`src/rtl/demux_router.sv`:
```
// One-to-four word distributor: each accepted input word is steered by select
// bits or a round-robin pointer into a one-word holding register per channel.
module demux_router #(
    parameter int WIDTH = 4
) (
    input  logic               clk,
    input  logic               rst_n,
    input  logic [WIDTH-1:0]   in_data,
    input  logic               in_valid,
    output logic               in_ready,
    input  logic               sbit0,
    input  logic               sbit1,
    input  logic               mode,
    output logic [4*WIDTH-1:0] out_data,
    output logic [3:0]         out_valid,
    input  logic [3:0]         out_ready,
    output logic [7:0]         xfer_count
);

    logic [WIDTH-1:0] data_r [4];
    logic [3:0]       valid_r;
    logic [1:0]       rr_r;
    logic [7:0]       xfer_count_r;
    logic [1:0]       dest_s;
    logic             in_ready_s;
    logic             accept_s;
    logic [3:0]       load_s;

    // Destination select, back-pressure and per-channel load strobes.
    always_comb begin
        dest_s     = mode ? rr_r : {sbit1, sbit0};
        // A full channel only accepts when it is being drained on the same edge.
        in_ready_s = rst_n && (!valid_r[dest_s] || out_ready[dest_s]);
        accept_s   = in_valid && in_ready_s;
        load_s     = 4'b0000;
        if (accept_s) begin
            load_s[dest_s] = 1'b1;
        end else begin
            load_s = 4'b0000;
        end
    end

    generate
        for (genvar k = 0; k < 4; k++) begin : g_chan
            // Holding register k: fill has priority over drain, data kept after drain.
            always_ff @(posedge clk or negedge rst_n) begin
                if (!rst_n) begin
                    data_r[k]  <= {WIDTH{1'b0}};
                    valid_r[k] <= 1'b0;
                end else if (load_s[k]) begin
                    data_r[k]  <= in_data;
                    valid_r[k] <= 1'b1;
                end else if (valid_r[k] && out_ready[k]) begin
                    valid_r[k] <= 1'b0;
                end else begin
                    valid_r[k] <= valid_r[k];
                end
            end

            assign out_data[k*WIDTH +: WIDTH] = data_r[k];
        end
    endgenerate

    // Accept counter and round-robin pointer; the pointer only moves on mode-1 accepts.
    always_ff @(posedge clk or negedge rst_n) begin
        if (!rst_n) begin
            xfer_count_r <= 8'd0;
            rr_r         <= 2'd0;
        end else if (accept_s) begin
            xfer_count_r <= xfer_count_r + 8'd1;
            rr_r         <= mode ? (rr_r + 2'd1) : rr_r;
        end else begin
            xfer_count_r <= xfer_count_r;
            rr_r         <= rr_r;
        end
    end

    assign in_ready   = in_ready_s;
    assign out_valid  = valid_r;
    assign xfer_count = xfer_count_r;

endmodule

```
`config.mk`:
```
export PLATFORM = sky130hd
export DESIGN_NAME = demux_router
export DESIGN_NICKNAME = d
export VERILOG_FILES = /design/src/rtl/demux_router.sv
export SDC_FILE = /design/constraint.sdc
export NUM_CORES = 1
export LEC_CHECK = 0
export ABC_AREA = 1
export BUFFER_PORTS_ARGS = -buffer_cell sky130_fd_sc_hd__buf_2
export CAP_MARGIN = 20
export CELL_PAD_IN_SITES_DETAIL_PLACEMENT = 0
export CELL_PAD_IN_SITES_GLOBAL_PLACEMENT = 1
export CORE_UTILIZATION = 30
export DETAILED_ROUTE_END_ITERATION = 16
export HOLD_SLACK_MARGIN = 0.15
export PLACE_DENSITY = 0.71
export SKIP_CTS_REPAIR_TIMING = 1
export SLEW_MARGIN = 20
export SYNTH_ARGS = -nofsm -noshare
export SYNTH_HDL_FRONTEND = slang
export SYNTH_SLANG_ARGS = --single-unit
```
`constraint.sdc`:
```
create_clock -name clk -period 1.92 [get_ports clk]
set_input_delay 0.096 -clock clk [delete_from_list [all_inputs] [get_ports clk]]
set_output_delay 0.096 -clock clk [all_outputs]
set_load 0.05 [all_outputs]
```
; Word level (Yosys, flattened, before mapping)
; Index checks and enable logic that the tools add are counted.
[word_totals]
reg_bits = 30
input_bits = 14
wordCells = 44
[op_classes]
add_sub_neg = 2
magnitude_cmp = 2
mux = 16
reduce_logical = 14
[op_table]
columns = op, n
row1 = two-way mux 1 bit, 11
row2 = adder 8 x 1 -> 8 bit (second input constant), 1
row3 = nonzero test 2 bit, 4
row4 = logical AND 1 bit, 7
row5 = binary-select mux 1 bit (select 2 bit), 2
row6 = two-way mux 4 bit, 1
row7 = less-than comparator 2 x 3 -> 1 bit (second input constant), 1
row8 = adder 2 x 1 -> 2 bit (second input constant), 1
row9 = demux 1 bit (select 2 bit), 1
row10 = greater-or-equal comparator 2 x 1 -> 1 bit (second input constant), 1
row11 = two-way mux 2 bit, 1
row12 = AND reduction 2 bit, 1
row13 = logical NOT 1 bit, 1
row14 = logical OR 1 bit, 1

; Depth between registers and ports, before layout
; Gate-level depths: netlist of the first run.
[logic_depth]
depth_word = 9
depth_mapped = 12
mapped_depth_nobuf = 12

; Least setup slack after synthesis of the first run
; No wires, ideal clock.
[synth_path]
path_type = register -> register
from = register valid_r[0], in the netlist out_valid[0]
to = register data_r, in the netlist out_data[0]
arrival_ps = 1538
slack_ps = 316
path_stages_with_launch = 9
period_less_slack_ps = 1604
path_cell_list = dfrtp_1 > nand3_1 > nand2_1 > nand2_1 > nand2_2 > a21oi_4 > buf_6 > nand4_1 > nand2_1
[synth_via]
elab_chain_len = 7
[synth_lines]
columns = element, line_no
row1 = "start, declared", 21  ; logic [3:0] valid_r;
row2 = "start signal, assigned by index", 56  ; valid_r[k] <= valid_r[k];
row3 = binary-select mux 1 bit (select 2 bit), 33  ; in_ready_s = rst_n && (!valid_r[dest_s] || out_ready[dest_s]);
row4 = two-way mux 1 bit (not written as such), 33
row5 = logical NOT 1 bit, 33
row6 = logical OR 1 bit, 33
row7 = logical AND 1 bit, 33
row8 = named net in_ready, 10  ; output logic in_ready,
row9 = logical AND 1 bit, 34  ; accept_s = in_valid && in_ready_s;
row10 = two-way mux 4 bit, 36  ; if (accept_s) begin
row11 = "end signal, assigned by index", 48  ; data_r[k] <= {WIDTH{1'b0}};
row12 = "end signal, assigned by index", 51  ; data_r[k] <= in_data;
row13 = "end, declared", 20  ; logic [WIDTH-1:0] data_r [4];
; The timed path passes the listed nets, and every way through them passes these cells. The select of a mux whose other input is x is not followed.
; A chain may end at the register's enable or synchronous reset.

; Worst setup path after layout of the first run
[layout_path]
from = register rr_r[0]
to = output in_ready
[layout_via]
elab_chain_len = 6
[layout_lines]
columns = element, line_no
row1 = "start, declared", 22  ; logic [1:0] rr_r;
row2 = "start signal, assigned", 71  ; rr_r <= mode ? (rr_r + 2'd1) : rr_r;
row3 = "start signal, assigned", 74  ; rr_r <= rr_r;
row4 = two-way mux 2 bit (*), 31  ; dest_s = mode ? rr_r : {sbit1, sbit0};
row5 = binary-select mux 1 bit (select 2 bit), 33
row6 = two-way mux 1 bit (not written as such), 33
row7 = logical NOT 1 bit, 33
row8 = logical OR 1 bit (*), 33
row9 = logical AND 1 bit (*), 33
row10 = "end, declared", 10
; Every way passes the cells marked *; elsewhere a longest branch is shown, timed or not. The select of a mux whose other input is x is not followed.

==> results.py, run 1 <==
metrics = {
    "synthesis": {
        "synth.avg_cell_area_um2": 8.26,
        "synth-seq-cells": 30,
        "synth_edf_count": 0,
        "synth_nets": 196,
        "synth.most_common_cell": "nand2_1",
        "synth_warnings": 0,
        "synth_ff_type": "dfrtp_1",
        "syn-cell-area_mm2": 0.00150,
        "yosysTopAreaCell": "dfrtp_1",
        "seq_area_frac_synth": 0.502,
        "async_flop_share": 1.00,
        "synth_top_cells_by_count": "70 x nand2_1, 30 x dfrtp_1, 24 x nand4_1",
        "synth_cell_types": 21,
        "synth_top_area_frac": 0.502,
        "post_synth_inst_count": 181,
        "synthTopCellsByArea": "dfrtp_1 50%, nand2_1 18%, nand4_1 10%",
    },
    "finish": {
        "stdcell_area_mm2": 0.00205,
        "multi_input_area_um2": 657,
        "drive_gt1_frac": 0.279,
        "fin_cells": 311,
        "filler_cell_count": 513,
        "layout.nets": 258,
        "final_core_utilization": 0.431,
        "n_antenna_cell": 0,
        "regArea_um2": 751,
        "area_growth_pct": 37.0,
    },
    "setup_path": {
        "rrSetupSlack_ns": 0.27,
        "r2r_start": "rr_r[0]",
        "rr_endpoint": "xfer_count[2]",
        "worstPathMaxFanout": 28,
        "r2r.worst_path.cells": 11,
        "cp.arrival_ns": 1.71,
        "crit_type": "register to primary output",
        "crit_path_start": "rr_r[0]",
        "endpoint_kind": "primary output",
        "required_ns": 1.82,
        "crit_path_start_kind": "register",
    },
    "timing": {
        "setup_viol_count_final": 0,
        "worst_hold_slack_ns": 0.120,
        "maxSlewViolCount": 0,
        "worst_pin_slew_ns": 0.404,
        "timing.final.hold_violations": 0,
        "relSlewSlack": 0.731,
        "period_needed_ns": 1.81,
        "rsz0062_at_grt": "no",
        "setup_tns_ns": 0,
        "max_freq_ghz": 0.554,
        "min_period_over_period": 0.941,
        "setup_ws_ns": 0.114,
        "fin_skew_ns": 0.00867,
    },
    "clock_network": {
        "clock_latency_ns": 0.29,
        "cts_root_buffer": "clkbuf_8",
        "cts.clk_slew.worst_paths_ns": 0.08,
        "clock_sinks": 30,
        "cts_tree": "built",
        "cts_buffer_depth": 2,
        "cts_buffers": 5,
        "h-tree-depth": 2,
    },
    "drt": {
        "drtAntennaViolNets": 0,
        "via_count": 1411,
        "via_per_inst": 4.54,
        "wl_per_cell_um": 13.0,
        "drc": 0,
        "first_pass_iters": 4,
        "initialDrtViolationCount": 43,
        "route.final.wire_length_um": 4040,
    },
    "placed_design": {
        "port_buffers": 42,
        "place.gp.congestion": 0.766,
        "dp_hpwl_um": 2780,
        "dp_cells": 292,
        "placed_area_mm2": 0.00182,
        "place_ws_ns": 0.209,
    },
    "run": {
        "drv_cap": 0,
    },
    "die": {
        "initial_core_util": 0.314,
        "chipHeight_um": 72.6,
        "core_area_mm2": 0.00475,
        "rows": 25,
        "die-width_um": 72.6,
        "fp.dieArea_mm2": 0.00527,
        "io_pins": 43,
    },
    "hold_path": {
        "hp-start": "in_data[1]",
        "hold_depth": 3,
        "worst_hold_path.endpoint": "out_data[1]",
        "min_path_type": "input pin to register",
    },
    "global_route": {
        "grt_pass1_wl_um": 6770,
        "first_global_vias": 1325,
        "track_usage": 0.171,
        "grt_remaining_overflow": 0,
        "grt_start_max_net_pins": 29,
        "antenna_found_initial": 0,
    },
    "pwr": {
        "power.density_mw_per_mm2": 1610,
        "p_leak_nw": 1.11,
        "peakVddDrop_mv": 1.01,
        "power_mw": 3.29,
    },
    "status": {
        "status": "finished, final reports clean",
    },
}
area by class of cell:
type,count,share of cell area
multi-input cells,131,0.321
flip-flops and latches,30,0.367
clock buffers,5,0.0336
clock inverters,3,0.0220
inverters,15,0.0275
well taps,67,0.0409
repair buffers,60,0.189
worst max path at each step:
stage	endpoint	slack [ns]
after floorplan	out_data[0]	0.32
after global placement	xfer_count[7]	0.21
after detailed placement	xfer_count[2]	0.21
after CTS	in_ready	-0.08
after global routing	in_ready	0.004
final	in_ready	0.11
report_power, final:
group	switching [mW]	internal (mW)	total, mW
Combinational	1.20	0.400	1.60
Clock	0.268	0.386	0.654
Sequential	0.170	0.865	1.04
Total	1.64	1.65	3.29
worst max-delay path: stages, from the launching register on:
cell	delay, ns
dfrtp_1	0.40
nand2_2	0.13
nand2_4	0.10
nand2_1	0.07
nand2_1	0.04
nand2_1	0.06
nand2_2	0.08
a21oi_4	0.18
buf_12	0.19
buf_6	0.17
cells in the final DEF, fill, tap and decap left out:
cell,netlist,final
a21oi_4,1,1
buf_12,0,1
buf_2,1,41
buf_4,0,8
buf_6,2,1
bufinv_16,0,1
clkbuf_8,0,5
clkinvlp_4,0,2
dfrtp_1,30,30
dlygate4sd3_1,0,9
ha_1,1,1
inv_1,13,13
inv_2,2,2
nand2_1,70,70
nand2_2,4,4
nand2_4,1,1
nand3_1,13,13
nand3b_1,1,1
nand4_1,24,24
nor2_1,3,3
nor3_1,1,1
o21ai_0,4,4
o21ai_2,0,1
xnor2_1,1,1
xor2_1,6,6
registers in the layout, summed over array words and instances (netlist names):
signal      count
out_data       16
out_valid       4
xfer_count      8
rr_r            2
routing by layer:
| layer | track usage | share of wire | vias up |
|---|---|---|---|
| met5 | 0 | 0 | - |
| met4 | 0.0654 | 0.015 | 0 |
| met3 | 0.0497 | 0.043 | 6 |
| met2 | 0.233 | 0.41 | 31 |
| met1 | 0.253 | 0.54 | 652 |
| li1 | - | - | 722 |
kinds of logic (layout without fill, tap and decap cells):
logic type	after synthesis	after routing	share of synthesized area
buf+inv	20	83	0.0611
simple gates	117	117	0.360
xor+xnor	7	7	0.0410
flops	30	30	0.502
fa+ha+maj	1	1	0.00837
compound gates	6	6	0.0276
Note: power is estimated with default switching activity, not from simulation.
==> run 2: changes to the inputs <==
==> constraint.sdc (replaced) <==
create_clock -name clk -period 1.75 [get_ports clk]
set_input_delay 0.0875 -clock clk [delete_from_list [all_inputs] [get_ports clk]]
set_output_delay 0.0875 -clock clk [all_outputs]
set_load 0.05 [all_outputs]
==> run 2 against run 1 <==
  * Flip-flop and latch count unchanged
  * Count of clock-buffer cells in the layout up 1
  * Non-clock buffer count grew 10
  * Clock power decreased by 9.6%
  * Wire length grew 0.69%
  * Global-route usage decreased by 0.97 points
  * Worst setup slack got worse by 0.067 ns
  * Largest cell class unchanged
  * Sequential power is 9% higher
  * Die area stayed put
  * Final cell count is 3.2% higher
  * Total power is 7.4% higher
==> results.py, run 2 (synthesis results as in run 1) <==
metrics = {
    "status": {
        "status": "finished, final reports clean",
    },
    "setup_path": {
        "worst-path-buf-inv": 3,
        "crit_type": "register to primary output",
        "endpoint_kind": "primary output",
        "required_ns": 1.66,
        "worstPathMaxFanout": 8,
        "crit_path_start_kind": "register",
        "crit_family": "flip-flops",
        "slowest_stage": "dfrtp_1",
        "slowest_delay_ns": 0.41,
        "crit_chain": "nand2_1 -> o21ai_2 -> inv_2 -> nand2_2 -> nand2_2 -> inv_2 -> a21oi_4 -> buf_8",
        "cp.arrival_ns": 1.62,
    },
    "timing": {
        "fin_skew_ns": 0.00932,
        "maxSlewViolCount": 0,
        "worst_pin_slew_ns": 0.389,
        "period_needed_ns": 1.70,
        "relSlewSlack": 0.741,
        "setup_viol_count_final": 0,
        "max_freq_ghz": 0.587,
        "timing.final.hold_violations": 0,
        "rsz0062_at_grt": "yes",
        "setup_ws_ns": 0.0472,
        "min_period_over_period": 0.973,
    },
    "pwr": {
        "p_sw_mw": 1.79,
        "combPwrFrac": 0.515,
        "p_leak_nw": 1.17,
        "p_clk_frac": 0.167,
        "peakVddDrop_mv": 0.813,
        "power.density_mw_per_mm2": 1670,
        "intPower_mw": 1.75,
        "swShare": 0.506,
        "seqPwrFrac": 0.318,
    },
    "die": {
        "io_pins": 43,
        "core_area_mm2": 0.00475,
        "die-width_um": 72.6,
        "chipHeight_um": 72.6,
        "rows": 25,
        "fp.dieArea_mm2": 0.00527,
        "initial_core_util": 0.314,
    },
    "global_route": {
        "grt_start_max_net_pins": 22,
        "track_usage": 0.161,
        "busiest_layer": "met1",
        "use_met2": 0.227,
        "grt_remaining_overflow": 0,
        "use_met1": 0.236,
        "first_global_vias": 1283,
        "antenna_found_initial": 0,
        "grt_pass1_wl_um": 6370,
        "use_met3": 0.0470,
    },
    "finish": {
        "final_core_utilization": 0.446,
        "stdcell_area_mm2": 0.00212,
        "mostFrequentLayoutCells": "66 x nand2_1, 41 x buf_2, 30 x dfrtp_1",
        "largest_reg_flops": 16,
        "layout.nets": 268,
        "n_antenna_cell": 0,
        "fin_cells": 321,
        "area_growth_pct": 41.8,
        "mostFrequentLayoutCell": "nand2_1",
        "drive_gt1_frac": 0.327,
    },
    "placed_design": {
        "dp_hpwl_um": 2780,
        "placed_area_mm2": 0.00183,
        "dp_cells": 295,
        "place.gp.congestion": 0.760,
        "place_ws_ns": 0.0646,
        "port_buffers": 42,
    },
    "drt": {
        "drc": 0,
        "initialDrtViolationCount": 66,
        "drtAntennaViolNets": 0,
        "via_per_inst": 4.55,
        "wl_per_cell_um": 12.7,
        "first_pass_iters": 4,
        "route.final.wire_length_um": 4070,
        "via_count": 1461,
    },
    "clock_network": {
        "cts_root_buffer": "clkbuf_8",
        "h-tree-depth": 2,
        "cts.clk_slew.worst_paths_ns": 0.06,
        "clock_latency_ns": 0.28,
        "cts_buffers": 5,
        "clock_sinks": 30,
        "cts_tree": "built",
        "cts_buffer_depth": 2,
    },
    "hold_path": {
        "min_path_type": "input pin to register",
    },
    "run": {
        "drv_cap": 0,
    },
}
[run 2: power groups by stage]
stage               Sequential (mW)  Combinational, mW  Clock [mW]
global placement               1.14               1.72           0
detailed placement             1.14               1.72           0
finish                         1.13               1.82       0.591
global route                   1.16               1.96       0.640
floorplan                      1.97              0.457           0
CTS                            1.13               1.73       0.607
[run 2: area by class of cell]
cell class	count	area (um2)
Sequential cell	30	751
Tap cell	67	83.8
Inverter	15	56.3
Fill cell	478	2630
Timing Repair Buffer	70	453
Multi-Input combinational cell	131	682
Clock buffer	6	82.6
Clock inverter	2	12.5
[run 2: through the flow]
| step | TNS [ns] | power [mW] | hold WS [ns] |
|---|---|---|---|
| finish | 0 | 3.54 | 0.156 |
| global route | -0.473 | 3.76 | 0.161 |
| CTS | -0.178 | 3.47 | -0.351 |
| detailed placement | 0 | 2.86 | -0.0443 |
| global placement | 0 | 2.86 | -0.0414 |
| floorplan | 0 | 2.42 | -0.208 |
[run 2: worst reg2reg max path, cell delays in order, from the launching register on]
cell	delay, ns
dfrtp_1	0.41
nand2_1	0.09
o21ai_2	0.10
inv_2	0.10
nand2_2	0.06
nand2_2	0.07
inv_2	0.05
a21oi_4	0.27
buf_4	0.18
nand2_4	0.08
nand2_1	0.08
nand2_1	0.05
[run 2: metal layers]
layer	wire length, um	vias up
li1	-	745
met1	2050	680
met2	1800	32
met3	184	4
met4	34	0
met5	0	-
[run 2: worst paths after layout]
path	start	end	slack, ns	cells after the start
min in group asynchronous	rst_n	out_data[12]	0.31	2
max in group asynchronous	rst_n	out_data[13]	0.96	3
worst max-delay path	rr_r[1]	in_ready	0.05	8
worst max register to register	rr_r[1]	xfer_count[0]	0.11	11
worst min-delay path	mode	rr_r[1]	0.16	3
worst min register to register	out_data[11]	out_data[11]	0.47	2
